--- src/rtl/text_pkg.sv ---
// Shared definitions for the text tile RAM writer.
// Screen geometry, ASCII codes, FSM states, address packing.
package text_pkg;

  localparam int DEF_MAX_X = 40;
  localparam int DEF_MAX_Y = 20;

  localparam logic [6:0] CH_BS = 7'h08;
  localparam logic [6:0] CH_LF = 7'h0A;
  localparam logic [6:0] CH_FF = 7'h0C;
  localparam logic [6:0] CH_CR = 7'h0D;
  localparam logic [6:0] CH_SP = 7'h20;
  localparam logic [6:0] CH_TL = 7'h7E;

  typedef enum logic {
    IDLE,
    CLEAR
  } state_t;

  function automatic logic [11:0] pack_addr(
    input logic [4:0] row,
    input logic [6:0] col
  );
    return {row, col};
  endfunction

endpackage

--- src/rtl/text_write_ctrl_if.sv ---
// Two-requester code handshake bundle.
// master = requester side, slave = writer side.
interface text_write_ctrl_if;

  logic       a_valid;
  logic [6:0] a_data;
  logic       a_ready;
  logic       b_valid;
  logic [6:0] b_data;
  logic       b_ready;

  modport master (
    output a_valid, a_data,
    output b_valid, b_data,
    input  a_ready, b_ready
  );

  modport slave (
    input  a_valid, a_data,
    input  b_valid, b_data,
    output a_ready, b_ready
  );

endinterface

--- src/rtl/rr_arbiter2.sv ---
// Two-way round-robin arbiter.
// last_b remembers who was served last; reset favours A.
module rr_arbiter2 (
  input  logic       clk,
  input  logic       reset,
  input  logic [1:0] req,
  input  logic       enable,
  input  logic       done,
  output logic [1:0] grant
);

  logic last_b;

  // one-hot grant, the side not served last wins a tie
  always_comb begin
    grant = 2'b00;
    if (enable) begin
      unique case (req)
        2'b01:   grant = 2'b01;
        2'b10:   grant = 2'b10;
        2'b11:   grant = last_b ? 2'b01 : 2'b10;
        default: grant = 2'b00;
      endcase
    end
  end

  // pointer moves only on a completed transfer
  always_ff @(posedge clk or negedge reset) begin
    if (!reset) begin
      last_b <= 1'b1;
    end else if (done) begin
      last_b <= grant[1];
    end
  end

endmodule

--- src/rtl/text_write_ctrl.sv ---
// Write-port sequencer for the text tile RAM.
// Arbitrates two code sources, tracks cursor, runs clear sweep.
module text_write_ctrl
  import text_pkg::*;
#(
  parameter int MAX_X = DEF_MAX_X,
  parameter int MAX_Y = DEF_MAX_Y
) (
  input  logic               clk,
  input  logic               reset,
  text_write_ctrl_if.slave   req,
  output logic               we,
  output logic [11:0]        addr_w,
  output logic [6:0]         din,
  output logic [6:0]         cur_x,
  output logic [4:0]         cur_y,
  output logic               busy
);

  localparam logic [6:0] X_LAST = 7'(MAX_X - 1);
  localparam logic [4:0] Y_LAST = 5'(MAX_Y - 1);

  state_t      state_q, state_d;
  logic [1:0]  grant;
  logic        acc;
  logic [6:0]  code;
  logic [6:0]  sx, sx_d;
  logic [4:0]  sy, sy_d;
  logic        sweep_last;
  logic        we_d;
  logic [11:0] addr_d;
  logic [6:0]  din_d;
  logic [6:0]  x_d;
  logic [4:0]  y_d;
  logic        x_end, y_end;
  logic [6:0]  adv_x, bs_x;
  logic [4:0]  adv_y, nl_y, bs_y;
  logic        is_print, is_nl;
  logic        is_bs, is_ff;

  rr_arbiter2 u_arb (
    .clk    (clk),
    .reset  (reset),
    .req    ({req.b_valid, req.a_valid}),
    .enable (reset && (state_q == IDLE)),
    .done   (acc),
    .grant  (grant)
  );

  assign req.a_ready = grant[0];
  assign req.b_ready = grant[1];
  assign acc  = |(grant & {req.b_valid, req.a_valid});
  assign code = grant[1] ? req.b_data : req.a_data;
  assign busy = (state_q == CLEAR);

  assign sweep_last = (sx == X_LAST) && (sy == Y_LAST);

  assign is_print = (code >= CH_SP) && (code <= CH_TL);
  assign is_nl    = (code == CH_LF) || (code == CH_CR);
  assign is_bs    = (code == CH_BS);
  assign is_ff    = (code == CH_FF);

  // cursor neighbours: forward, newline and backspace targets
  always_comb begin
    x_end = (cur_x == X_LAST);
    y_end = (cur_y == Y_LAST);
    nl_y  = y_end ? 5'd0 : cur_y + 5'd1;
    adv_x = x_end ? 7'd0 : cur_x + 7'd1;
    adv_y = x_end ? nl_y : cur_y;
    bs_x  = cur_x;
    bs_y  = cur_y;
    if (cur_x != 7'd0) begin
      bs_x = cur_x - 7'd1;
    end else if (cur_y != 5'd0) begin
      bs_x = X_LAST;
      bs_y = cur_y - 5'd1;
    end
  end

  // state register
  always_ff @(posedge clk or negedge reset) begin
    if (!reset) begin
      state_q <= IDLE;
    end else begin
      state_q <= state_d;
    end
  end

  // next state: form feed starts a sweep, last cell ends it
  always_comb begin
    state_d = state_q;
    unique case (state_q)
      IDLE:    if (acc && is_ff) state_d = CLEAR;
      CLEAR:   if (sweep_last)   state_d = IDLE;
      default: state_d = IDLE;
    endcase
  end

  // next values of the write port, cursor and sweep counters
  always_comb begin
    we_d   = 1'b0;
    addr_d = addr_w;
    din_d  = din;
    x_d    = cur_x;
    y_d    = cur_y;
    sx_d   = sx;
    sy_d   = sy;
    if (state_q == CLEAR) begin
      if (!sweep_last) begin
        sx_d   = (sx == X_LAST) ? 7'd0 : sx + 7'd1;
        sy_d   = (sx == X_LAST) ? sy + 5'd1 : sy;
        we_d   = 1'b1;
        addr_d = pack_addr(sy_d, sx_d);
        din_d  = CH_SP;
      end
    end else if (acc) begin
      unique case (1'b1)
        is_print: begin
          we_d   = 1'b1;
          addr_d = pack_addr(cur_y, cur_x);
          din_d  = code;
          x_d    = adv_x;
          y_d    = adv_y;
        end
        is_nl: begin
          x_d = 7'd0;
          y_d = nl_y;
        end
        is_bs: begin
          we_d   = 1'b1;
          addr_d = pack_addr(bs_y, bs_x);
          din_d  = CH_SP;
          x_d    = bs_x;
          y_d    = bs_y;
        end
        is_ff: begin
          we_d   = 1'b1;
          addr_d = pack_addr(5'd0, 7'd0);
          din_d  = CH_SP;
          x_d    = 7'd0;
          y_d    = 5'd0;
          sx_d   = 7'd0;
          sy_d   = 5'd0;
        end
        default: ;
      endcase
    end
  end

  // registered write port, cursor and sweep position
  always_ff @(posedge clk or negedge reset) begin
    if (!reset) begin
      we     <= 1'b0;
      addr_w <= '0;
      din    <= '0;
      cur_x  <= '0;
      cur_y  <= '0;
      sx     <= '0;
      sy     <= '0;
    end else begin
      we     <= we_d;
      addr_w <= addr_d;
      din    <= din_d;
      cur_x  <= x_d;
      cur_y  <= y_d;
      sx     <= sx_d;
      sy     <= sy_d;
    end
  end

endmodule

--- src/flat_wrapper.sv ---
// flat-port wrapper written by rule: the top's interface ports become plain ports
module text_write_ctrl_flat import text_pkg::*;
#(
  parameter int MAX_X = DEF_MAX_X,
  parameter int MAX_Y = DEF_MAX_Y
)
  (clk, reset, we, addr_w, din, cur_x, cur_y, busy, req_a_valid, req_a_data, req_b_valid, req_b_data, req_a_ready, req_b_ready);
  text_write_ctrl_if req_i ();
  input  logic clk;
  input  logic reset;
  output logic we;
  output logic [11:0] addr_w;
  output logic [6:0] din;
  output logic [6:0] cur_x;
  output logic [4:0] cur_y;
  output logic busy;
  input wire logic [$bits(req_i.a_valid)-1:0] req_a_valid;
  input wire logic [$bits(req_i.a_data)-1:0] req_a_data;
  input wire logic [$bits(req_i.b_valid)-1:0] req_b_valid;
  input wire logic [$bits(req_i.b_data)-1:0] req_b_data;
  output wire logic [$bits(req_i.a_ready)-1:0] req_a_ready;
  output wire logic [$bits(req_i.b_ready)-1:0] req_b_ready;
  assign req_i.a_valid = req_a_valid;
  assign req_i.a_data = req_a_data;
  assign req_i.b_valid = req_b_valid;
  assign req_i.b_data = req_b_data;
  assign req_a_ready = req_i.a_ready;
  assign req_b_ready = req_i.b_ready;
  text_write_ctrl #(.MAX_X(MAX_X), .MAX_Y(MAX_Y)) u_core (.clk(clk), .reset(reset), .req(req_i), .we(we), .addr_w(addr_w), .din(din), .cur_x(cur_x), .cur_y(cur_y), .busy(busy));
endmodule
--- config.mk ---
export PLATFORM = sky130hd
export DESIGN_NAME = text_write_ctrl_flat
export DESIGN_NICKNAME = d
export VERILOG_FILES = /design/src/rtl/text_pkg.sv /design/src/rtl/text_write_ctrl_if.sv /design/src/rtl/rr_arbiter2.sv /design/src/rtl/text_write_ctrl.sv /design/src/flat_wrapper.sv
export SDC_FILE = /design/constraint.sdc
export NUM_CORES = 1
export LEC_CHECK = 0
export CORE_MARGIN = 4
export CORE_UTILIZATION = 54
export CTS_CLUSTER_SIZE = 40
export DETAILED_ROUTE_END_ITERATION = 12
export HOLD_SLACK_MARGIN = 0.02
export PLACE_DENSITY_LB_ADDON = 0.05
export SLEW_MARGIN = 20
export SYNTH_ARGS = -nofsm -noshare
export SYNTH_HDL_FRONTEND = slang
export SYNTH_SLANG_ARGS = --single-unit
export TNS_END_PERCENT = 1
--- constraint.sdc ---
create_clock -name clk -period 3.43 [get_ports clk]
set_clock_uncertainty 0.2 [all_clocks]
set_input_delay 1.029 -clock clk [delete_from_list [all_inputs] [get_ports clk]]
set_output_delay 1.029 -clock clk [all_outputs]
set_load 0.01 [all_outputs]
==> results.toml, run 1 <==
[floorplan]
initial_core_utilization_pct = 56.60
floorplan.die.height_um = 84.67
die-area_um2 = 7169
core_area_um2 = 5608
placementRows = 27
io-pin-count = 53
die_w_um = 84.67

[timing]
slew_headroom_pct = 48.51
finalHoldViolCount = 0
worst_path_setup_slack_after_routing_ns = -0.01632
final.hold.worst_slack_ns = 0.2850
final.period_utilization_pct = 100.5
maximum_operating_frequency_mhz = 290.2
tightest_slew_ns = 0.7665
setup-violations-final = 1
drv_slew = 0
layout_min_cycle_time_ns = 3.446
rsz0062_at_grt = "yes"

[clock_network]
numClockSinks = 46
path_clk_slew_ns = 0.09
cts-buffers-inserted = 5
cts_htree_levels = 2
post-cts-setup-buffer-count = 0
cts_tree = "built"
clockBufferDepth = 2
clk_latency_ns = 0.31
root_buffer = "clkbuf_8"

[worst_setup_path]
crit_path_required_time_ns = 3.46
cp.arrival_ns = 3.48
end_kind = "flop"
critPathMaxFanout = 10
setup.worst_path.class = "in2reg"
worst_setup_path_start_kind = "input port"

[drt]
wl_per_cell_um = 18.68
drt-initial-drc-count = 394
drtAntennaViolNets = 0
routed_via_density = 6.521
number_of_iterations_in_the_first_detailed_routing_pass = 5
dr_total_vias = 3443
drc_violation_count_after_routing = 0
drt_wl_total_mm = 9.865

[layout]
layout_cells_sized_above_1_pct = 17.54
nNetsFinal = 479
area_delta_synth_final_pct = 32.52
most-common-layout-cells = "buf_4, clkdlybuf4s50_1, dfrtp_1"
final_common_cell = "buf_4"
finish.instance_area_um2 = 4207
antenna-diode-count = 0
number_of_fill_cells = 430

[grt]
all_layer_gr_usage_pct = 28.05
number_of_antenna_violations_at_the_first_check_in_global_routing = 0
grt_pass1_vias = 3206
global_route_wire_length_before_repair_mm = 16.31
grt_start_max_net_pins = 46
gr-total-overflow = 0

[logic_synthesis]
synth.lib_cells_used.distinct = 70
post_synthesis_instance_area_um2 = 3174
postSynth.asyncResetShare_pct = 100.0
yosys_register_bits = 46
ys.warnings.count = 0
postSynthNetCount = 390
postSynthAreaPerCell_um2 = 8.673
synth_cells = 366
synth_top_flop_cell = "dfrtp_1"
synth_enable_flop_cells = 0
yosysSeqAreaShare_pct = 36.30

[placement]
routability_congestion_estimate_from_global_placement = 1.007
count_of_port_buffers_added_during_placement = 52
dp_hpwl_mm = 7.317
post_dp_cell_area_um2 = 4085

[power]
power_density_nw_per_um2 = 584.8
power_leakage_uw = 0.001821
fin_total_pwr_uw = 2460
ir_worst_vdd_mv = 0.4722

[worst_hold_path]
worstHoldPathType = "reg2reg"

[run]
max-cap-violations = 0

[run_status]
run_status = "finished with violations"
violations_in_the_final_reports = "setup timing"
## routing by layer
metal,vias up,share of wire (%),GRT usage (%)
met5,-,0,0
met4,0,2.6,9.209
met3,34,9.1,3.435
met2,228,48,46.55
met1,1627,40,37.99
li1,1554,-,-
## kinds of logic after synthesis
group / after synthesis / synth area share [%]
adder cells (fa/ha/maj): 6 / 2.365
AO/OA/AOI/OAI: 119 / 26.65
flip-flops: 46 / 36.30
XOR/XNOR: 9 / 2.483
multiplexers: 14 / 4.809
AND/OR/NAND/NOR: 130 / 21.56
buffers and inverters: 42 / 5.833
## registers in the layout (all words and copies together) (netlist names)
signal	count
u_core.we	1
u_core.cur_y	5
u_core.addr_w	12
u_core.sy	5
u_core.u_arb.last_b	1
u_core.busy	1
u_core.din	7
u_core.sx	7
u_core.cur_x	7
## where the power goes
part | switching (µW) | total, µW | internal, µW
Combinational | 586 | 1180 | 595
Sequential | 178 | 867 | 689
Clock | 198 | 413 | 215
## stage by stage
stage                     instances  worst slack, ns  utilization, %  TNS [ns]
final                           528         -0.01632           75.01  -0.01632
after global routing            528         -0.07390           75.01   -0.1431
after CTS                       528          0.03272           74.74         0
after detailed placement        520          -0.2663           72.85    -3.561
after global placement          520          -0.1982           72.85    -2.681
after floorplan                 366           0.3115               -         0
## worst max-delay path, cell delays in order
cell and delay (ns):
clkdlybuf4s50_1 0.41, or4b_4 0.56, or4_1 0.46, mux2_4 0.36, buf_4 0.18, nor4_2 0.29
a21oi_1 0.07, o21ai_1 0.12
## synthesized netlist by cell type (5+ instances only)
master / number / area share [%]
nand2b_1: 5 / 0.99
nand2_1: 29 / 3.4
buf_2: 7 / 1.1
xnor2_1: 6 / 1.7
clkbuf_1: 12 / 1.4
nor2b_1: 6 / 1.2
a21o_1: 9 / 2.1
nand3_1: 15 / 2.4
o31ai_1: 14 / 3.3
ha_1: 6 / 2.4
o21ai_0: 19 / 3.0
nor2_1: 25 / 3.0
dfrtp_1: 45 / 35
inv_1: 18 / 2.1
a31oi_1: 6 / 1.2
a21oi_1: 21 / 3.3
mux2i_1: 7 / 2.2
a211oi_1: 5 / 1.2
a22oi_1: 5 / 1.2
nor3_1: 15 / 2.4
## cell type report
class | count | area (µm²) | area share (%)
clock buffers | 5 | 68.82 | 1.636
repair buffers | 104 | 928.4 | 22.07
clock inverters | 3 | 40.04 | 0.9518
inverters | 20 | 75.07 | 1.785
flip-flops and latches | 46 | 1152 | 27.39
multi-input cells | 278 | 1852 | 44.02
well taps | 72 | 90.09 | 2.142
## final timing paths
kind	from	end	slack [ns]	cells after the start
setup / recovery	req_a_data[4]	u_core.cur_y[1]	-0.02	8
setup reg to reg	u_core.cur_x[6]	u_core.addr_w[5]	0.47	6
hold / removal	u_core.din[1]	u_core.din[1]	0.28	2
max in group asynchronous	reset	u_core.cur_y[4]	1.92	2
hold reg to reg	u_core.din[1]	u_core.din[1]	0.28	2
min in group asynchronous	reset	u_core.u_arb.last_b	0.52	1
## what timing repair did
action                                  4_1_cts  5_1_grt
resized for setup                             2        4
hold endpoints to repair                      0        0
endpoints found under the setup margin        2        4
hold buffers                                  0        0
cloned                                        0        0
pin swaps                                     0        0
(Power assumes the default switching activity.)
==> run 2: changes to the inputs <==
--- a/config.mk
+++ b/config.mk
@@ -10,8 +10,7 @@
 export CTS_CLUSTER_SIZE = 40
 export DETAILED_ROUTE_END_ITERATION = 12
 export HOLD_SLACK_MARGIN = 0.02
-export PLACE_DENSITY_LB_ADDON = 0.05
-export SLEW_MARGIN = 20
+export PLACE_DENSITY = 0.91
 export SYNTH_ARGS = -nofsm -noshare
 export SYNTH_HDL_FRONTEND = slang
 export SYNTH_SLANG_ARGS = --single-unit
==> run 2 against run 1 <==
Net effect: the flow now finishes without violations; clock power shrank 3%; register-to-register slack gained 0.07 ns; highest routed layer unchanged; largest cell class unchanged; via count grew 0.73%; critical path depth shrank 1; sequential power grew 1%; worst setup slack gained 0.038 ns; total power is essentially flat; core utilization shrank 0.29 points; combinational power is essentially flat; non-clock buffer count shrank 4.
==> results.toml, run 2 (same netlist as run 1, synthesis figures left out) <==
[grt]
number_of_antenna_violations_at_the_first_check_in_global_routing = 0
gr-total-overflow = 0
global_route_wire_length_before_repair_mm = 16.11
all_layer_gr_usage_pct = 27.80
grt_start_max_net_pins = 46
grt_pass1_vias = 3250

[placement]
count_of_port_buffers_added_during_placement = 52
dp_slack_ns = -0.2561
post_dp_cell_area_um2 = 4055
dp.cells = 516
routability_congestion_estimate_from_global_placement = 0.9726
dp_hpwl_mm = 7.335

[clock_network]
root_buffer = "clkbuf_8"
post_cts_resized = 2
cts_tree = "built"
clockBufferDepth = 2
cts-buffers-inserted = 5
cts_htree_levels = 2
numClockSinks = 46
clk_latency_ns = 0.32
path_clk_slew_ns = 0.09
post-cts-setup-buffer-count = 0
quantity_of_hold_fixing_buffers_added_after_cts = 0

[layout]
most-common-layout-cells = "clkdlybuf4s50_1, buf_4, dfrtp_1"
area_delta_synth_final_pct = 32.01
antenna-diode-count = 0
layout.cells.non_filler = 524
nNetsFinal = 475
flip_flop_count_of_the_largest_register_after_layout = 12
final_common_cell = "clkdlybuf4s50_1"
finish.instance_area_um2 = 4190
largest_register_by_flop_count = "u_core.addr_w"
layout_cells_sized_above_1_pct = 16.81

[drt]
number_of_iterations_in_the_first_detailed_routing_pass = 6
dr_total_vias = 3468
routed_via_density = 6.618
drc_violation_count_after_routing = 0
drt-initial-drc-count = 557
drt_wl_total_mm = 9.953
wl_per_cell_um = 18.99
drtAntennaViolNets = 0

[worst_setup_path]
critPathMaxFanout = 8
cp.arrival_ns = 3.47
setup.worst_path.class = "in2reg"
worst_setup_path_start_kind = "input port"
crit_path_required_time_ns = 3.49
slack_of_the_worst_reg_to_reg_path_ns = 0.54
worst-r2r-cell-count = 6
end_kind = "flop"

[power]
power_leakage_uw = 0.001814
power_density_nw_per_um2 = 586.8
ir_worst_vdd_mv = 0.3501

[floorplan]
placementRows = 27
die_w_um = 84.67
initial_core_utilization_pct = 56.60
floorplan.die.height_um = 84.67
die-area_um2 = 7169
core_area_um2 = 5608
io-pin-count = 53

[timing]
setup-violations-final = 0
tns_ns = 0
tightest_slew_ns = 0.8108
maximum_operating_frequency_mhz = 293.4
final.period_utilization_pct = 99.37
final.hold.worst_slack_ns = 0.2853
drv_slew = 0
finalHoldViolCount = 0
worst_path_setup_slack_after_routing_ns = 0.02170
layout_min_cycle_time_ns = 3.408
slew_headroom_pct = 45.53

[run]
max-cap-violations = 0

[run_status]
run_status = "completed"

[worst_hold_path]
worstHoldPathType = "reg2reg"
hold_path_depth = 2
==> run 2: stage by stage <==
stage	total power [µW]	util (%)
6_report	2459	74.72
5_1_grt	2594	74.72
4_1_cts	2422	74.23
3_5_place_dp	2021	72.31
3_3_place_gp	1981	72.31
2_1_floorplan	1454	-
==> run 2: path summary, 6_finish.rpt <==
| kind | start | end |
|---|---|---|
| setup / recovery | req_a_data[4] | u_core.addr_w[1] |
| hold / removal | u_core.addr_w[6] | u_core.addr_w[6] |
| setup reg to reg | u_core.cur_x[6] | u_core.addr_w[5] |
| hold reg to reg | u_core.addr_w[6] | u_core.addr_w[6] |
| max in group asynchronous | reset | u_core.addr_w[9] |
| min in group asynchronous | reset | u_core.u_arb.last_b |
==> run 2: cell type report <==
cell class | instances | area [µm²]
inverter | 20 | 75.07
sequential | 46 | 1152
clock buffer | 8 | 110.1
multi-input combinational | 278 | 1858
fill | 401 | 1418
timing repair buffer | 100 | 904.6
tap | 72 | 90.09
==> run 2: report_power, final <==
part	leakage, µW	internal (µW)	switching (µW)
sequential	0.000574	689	191
clock	0.0000575	204	199
combinational	0.00118	587	590
==> run 2: layer usage <==
metal / up-vias / wire length [µm] / global-route usage (%)
met3: 44 / 1065 / 7.458
met5: - / 0 / 0
met4: 0 / 367 / 10.36
met1: 1639 / 3787 / 35.42
met2: 245 / 4733 / 45.20
li1: 1540 / - / -
==> run 2: worst max-delay path, cell delays in order <==
cell             delay (ns)
clkdlybuf4s50_1        0.42
or4b_4                 0.57
or4_1                  0.42
mux2_4                 0.34
a311oi_1               0.34
a221o_1                0.21
mux2_2                 0.14
==> run 3: changes to the inputs <==
--- a/config.mk
+++ b/config.mk
@@ -13,5 +13,6 @@
 export PLACE_DENSITY = 0.91
 export SYNTH_ARGS = -nofsm -noshare
 export SYNTH_HDL_FRONTEND = slang
+export SYNTH_HIERARCHICAL = 1
 export SYNTH_SLANG_ARGS = --single-unit
 export TNS_END_PERCENT = 1
==> run 3 against run 2 <==
Net effect: the run now ends with setup timing left; cell count is 5.2% higher; register-to-register slack lost 0.12 ns; critical path depth grew 4; highest routed layer unchanged; combinational power is 85% lower; maximum frequency down 2.0%; synthesized cell count grew 2.7%; first-iteration DRC count decreased by 19%; critical endpoint is now u_core/addr_w[3]; clock power is 15% lower; synthesized area increased by 1.9%; worst setup slack got worse by 0.069 ns; total power is 56% lower; flip-flop and latch count stayed put.
==> results.toml, run 3 <==
[layout]
layout.cells.non_filler = 551
flip_flop_count_of_the_largest_register_after_layout = 12
largest_register_by_flop_count = "u_core/addr_w"
most-common-layout-cells = "buf_4, clkdlybuf4s50_1, dfrtp_1"
area_delta_synth_final_pct = 36.39
layout_cells_sized_above_1_pct = 24.01
final_common_cell = "buf_4"
nNetsFinal = 503
finish.instance_area_um2 = 4413
antenna-diode-count = 0

[floorplan]
floorplan.die.height_um = 85.41
core_area_um2 = 5642
initial_core_utilization_pct = 57.35
io-pin-count = 53
die_w_um = 85.41
die-area_um2 = 7294
placementRows = 27

[timing]
tightest_slew_ns = 0.6248
layout_min_cycle_time_ns = 3.477
setup-violations-final = 3
final.hold.worst_slack_ns = 0.2883
maximum_operating_frequency_mhz = 287.6
drv_slew = 0
final.period_utilization_pct = 101.4
rsz0062_at_grt = "yes"
slew_headroom_pct = 58.20
finalHoldViolCount = 0
worst_path_setup_slack_after_routing_ns = -0.04721

[worst_hold_path]
holdCritStartpoint = "u_core/addr_w[7]"
worstHoldPathType = "reg2reg"
hold-path-endpoint = "u_core/addr_w[7]"
hold_path_depth = 2

[clock_network]
root_buffer = "clkbuf_8"
path_clk_slew_ns = 0.09
cts-buffers-inserted = 5
clockBufferDepth = 2
quantity_of_hold_fixing_buffers_added_after_cts = 0
cts_htree_levels = 2
cts_tree = "built"
clk_latency_ns = 0.31
numClockSinks = 46

[logic_synthesis]
postSynth.asyncResetShare_pct = 100.0
yosys.area_share.simple_pct = 21.27
synth.lib_cells_used.distinct = 70
synth_commonest_cells = "dfrtp_1, o21ai_0, nand2_1"
post_synth_top_area_share_pct = 34.80
area_fraction_in_compound_gates_after_synthesis_pct = 27.38
ys.warnings.count = 6
synthesized_area_fraction_occupied_by_adder_cells_pct = 2.707
synth_cells = 376
yosys_register_bits = 46
postSynthAreaPerCell_um2 = 8.605
yosys.cell_count.top_type = "dfrtp_1"
yosysSeqAreaShare_pct = 35.61
yosys.area_share.xor_xnor_pct = 2.166
postSynthNetCount = 401
post_synthesis_instance_area_um2 = 3236
synth.mux.area_fraction_pct = 5.762
synth_top_cell_by_area = "dfrtp_1"
main_combinational_cell_family_by_area_after_synthesis = "compound AO/OA/AOI/OAI gates"
synth_enable_flop_cells = 0
synth_top_flop_cell = "dfrtp_1"
synth.top_cells.by_area = "dfrtp_1, o21ai_0, nand2_1"

[drt]
number_of_iterations_in_the_first_detailed_routing_pass = 5
wl_per_cell_um = 19.29
drt_wl_total_mm = 10.63
routed_via_density = 6.590
drt-initial-drc-count = 449
drtAntennaViolNets = 0
dr_total_vias = 3631
drc_violation_count_after_routing = 0

[power]
p_seq_share_pct = 52.1
sw_frac_of_total_pct = 28.81
power.net_switching_uw = 314.2
comb_power_share_pct = 16.4
clock_power_share_pct = 31.5
power_leakage_uw = 0.001877
power_density_nw_per_um2 = 247.1
ir_worst_vdd_mv = 0.1854
internal_uw = 776.4

[placement]
post_dp_cell_area_um2 = 4208
dp.cells = 541
dp_hpwl_mm = 7.537
routability_congestion_estimate_from_global_placement = 0.9833
count_of_port_buffers_added_during_placement = 52
dp_slack_ns = -0.4226

[grt]
gr-total-overflow = 0
global_route_wire_length_before_repair_mm = 16.59
grt_pass1_vias = 3597
all_layer_gr_usage_pct = 27.94
grt_start_max_net_pins = 47
number_of_antenna_violations_at_the_first_check_in_global_routing = 0

[worst_setup_path]
cpPeakStageDelay_ns = 0.43
timing.critical_path.mode_cell = "buf_4"
slack_of_the_worst_reg_to_reg_path_ns = 0.42
critPathMaxFanout = 8
worstReg2RegEnd = "u_core/addr_w[5]"
r2r_start = "u_core/cur_x[1]"
end_kind = "flop"
setup.worst_path.class = "in2reg"
worst-r2r-cell-count = 8
cp.arrival_ns = 3.47
critical_path.cell_chain = "clkdlybuf4s50_1 -> nand2_1 -> and3_4 -> buf_6 -> nor4b_4 -> buf_4 -> buf_4 -> o221a_2 -> o21ai_0 -> a311o_1 -> mux2_2"
crit_path_required_time_ns = 3.42
worst_setup_path_start_kind = "input port"
crit_slowest_cell = "clkdlybuf4s50_1"

[run]
max-cap-violations = 0

[run_status]
violations_in_the_final_reports = "setup timing"
run_status = "finished with violations"
## run 3: changes by cell type in the layout (fill, tap and decap cells not counted), moves of 6 or more
cell,change
o31ai_1,-11
nand2_1,+6
nor3_1,-7
buf_4,+17
mux2i_1,+6
a22o_1,+7
o21ai_0,+23
a21oi_1,-6
## run 3: power groups by stage
| stage | registers, µW | logic [µW] | clock network, µW |
|---|---|---|---|
| 6_report | 568 | 179 | 343 |
| 5_1_grt | 571 | 191 | 375 |
| 4_1_cts | 568 | 169 | 346 |
| 3_5_place_dp | 579 | 167 | 0 |
| 3_3_place_gp | 578 | 163 | 0 |
| 2_1_floorplan | 571 | 78.9 | 0 |
## run 3: critical path, delay by kind of cell
family          cells  cell delay (ns)
simple gates        3             0.57
compound gates      3             0.72
mux                 1             0.27
buf+inv             4             0.85
## run 3: timing repair
action	4_1_cts	5_1_grt
setup endpoints to repair	14	39
pin swaps	1	6
setup buffers	1	1
gates resized for setup	5	26
cloned	0	0
## run 3: final cells by class
class / instances / area (µm²)
multi-input cells: 293 / 2017
fillers: 373 / 1229
flip-flops and latches: 46 / 1152
repair buffers: 116 / 1007
well taps: 72 / 90.09
clock buffers: 6 / 72.57
inverters: 16 / 60.06
clock inverters: 2 / 13.76
## run 3: worst max path at each step
stage / endpoint / startpoint / slack (ns)
floorplan: u_core/addr_w[5] / u_core/busy / 0.03
global placement: u_core/addr_w[5] / req_a_valid / -0.32
detailed placement: u_core/cur_x[2] / req_a_valid / -0.42
CTS: u_core/addr_w[9] / req_a_valid / -0.06
global route: u_core/cur_y[4] / req_a_valid / -0.13
finish: u_core/addr_w[3] / req_a_valid / -0.05
## run 3: layer usage
| metal | track usage, % | share of wire, % | up-vias |
|---|---|---|---|
| met1 | 34.48 | 39 | 1706 |
| met2 | 47.10 | 49 | 256 |
| li1 | - | - | 1607 |
| met4 | 12.23 | 4.4 | 0 |
| met5 | 0 | 0 | - |
| met3 | 5.534 | 8.2 | 62 |
## run 3: per-stage QoR
step | power [µW] | TNS (ns) | util (%)
6_report | 1091 | -0.08696 | 78.22
2_1_floorplan | 649.9 | 0 | -
3_5_place_dp | 745.1 | -12.28 | 74.58
3_3_place_gp | 740.9 | -9.420 | 74.58
4_1_cts | 1082 | -0.2703 | 76.45
5_1_grt | 1137 | -0.7278 | 78.22
## run 3: logic make-up (layout without fill, tap and decap cells)
| logic type | Yosys count | in the layout |
|---|---|---|
| AND/OR/NAND/NOR | 133 | 133 |
| AO/OA/AOI/OAI | 127 | 127 |
| flip-flops | 46 | 46 |
| buffers and inverters | 37 | 140 |
| multiplexers | 18 | 18 |
| XOR/XNOR | 8 | 8 |
| adder cells (fa/ha/maj) | 7 | 7 |
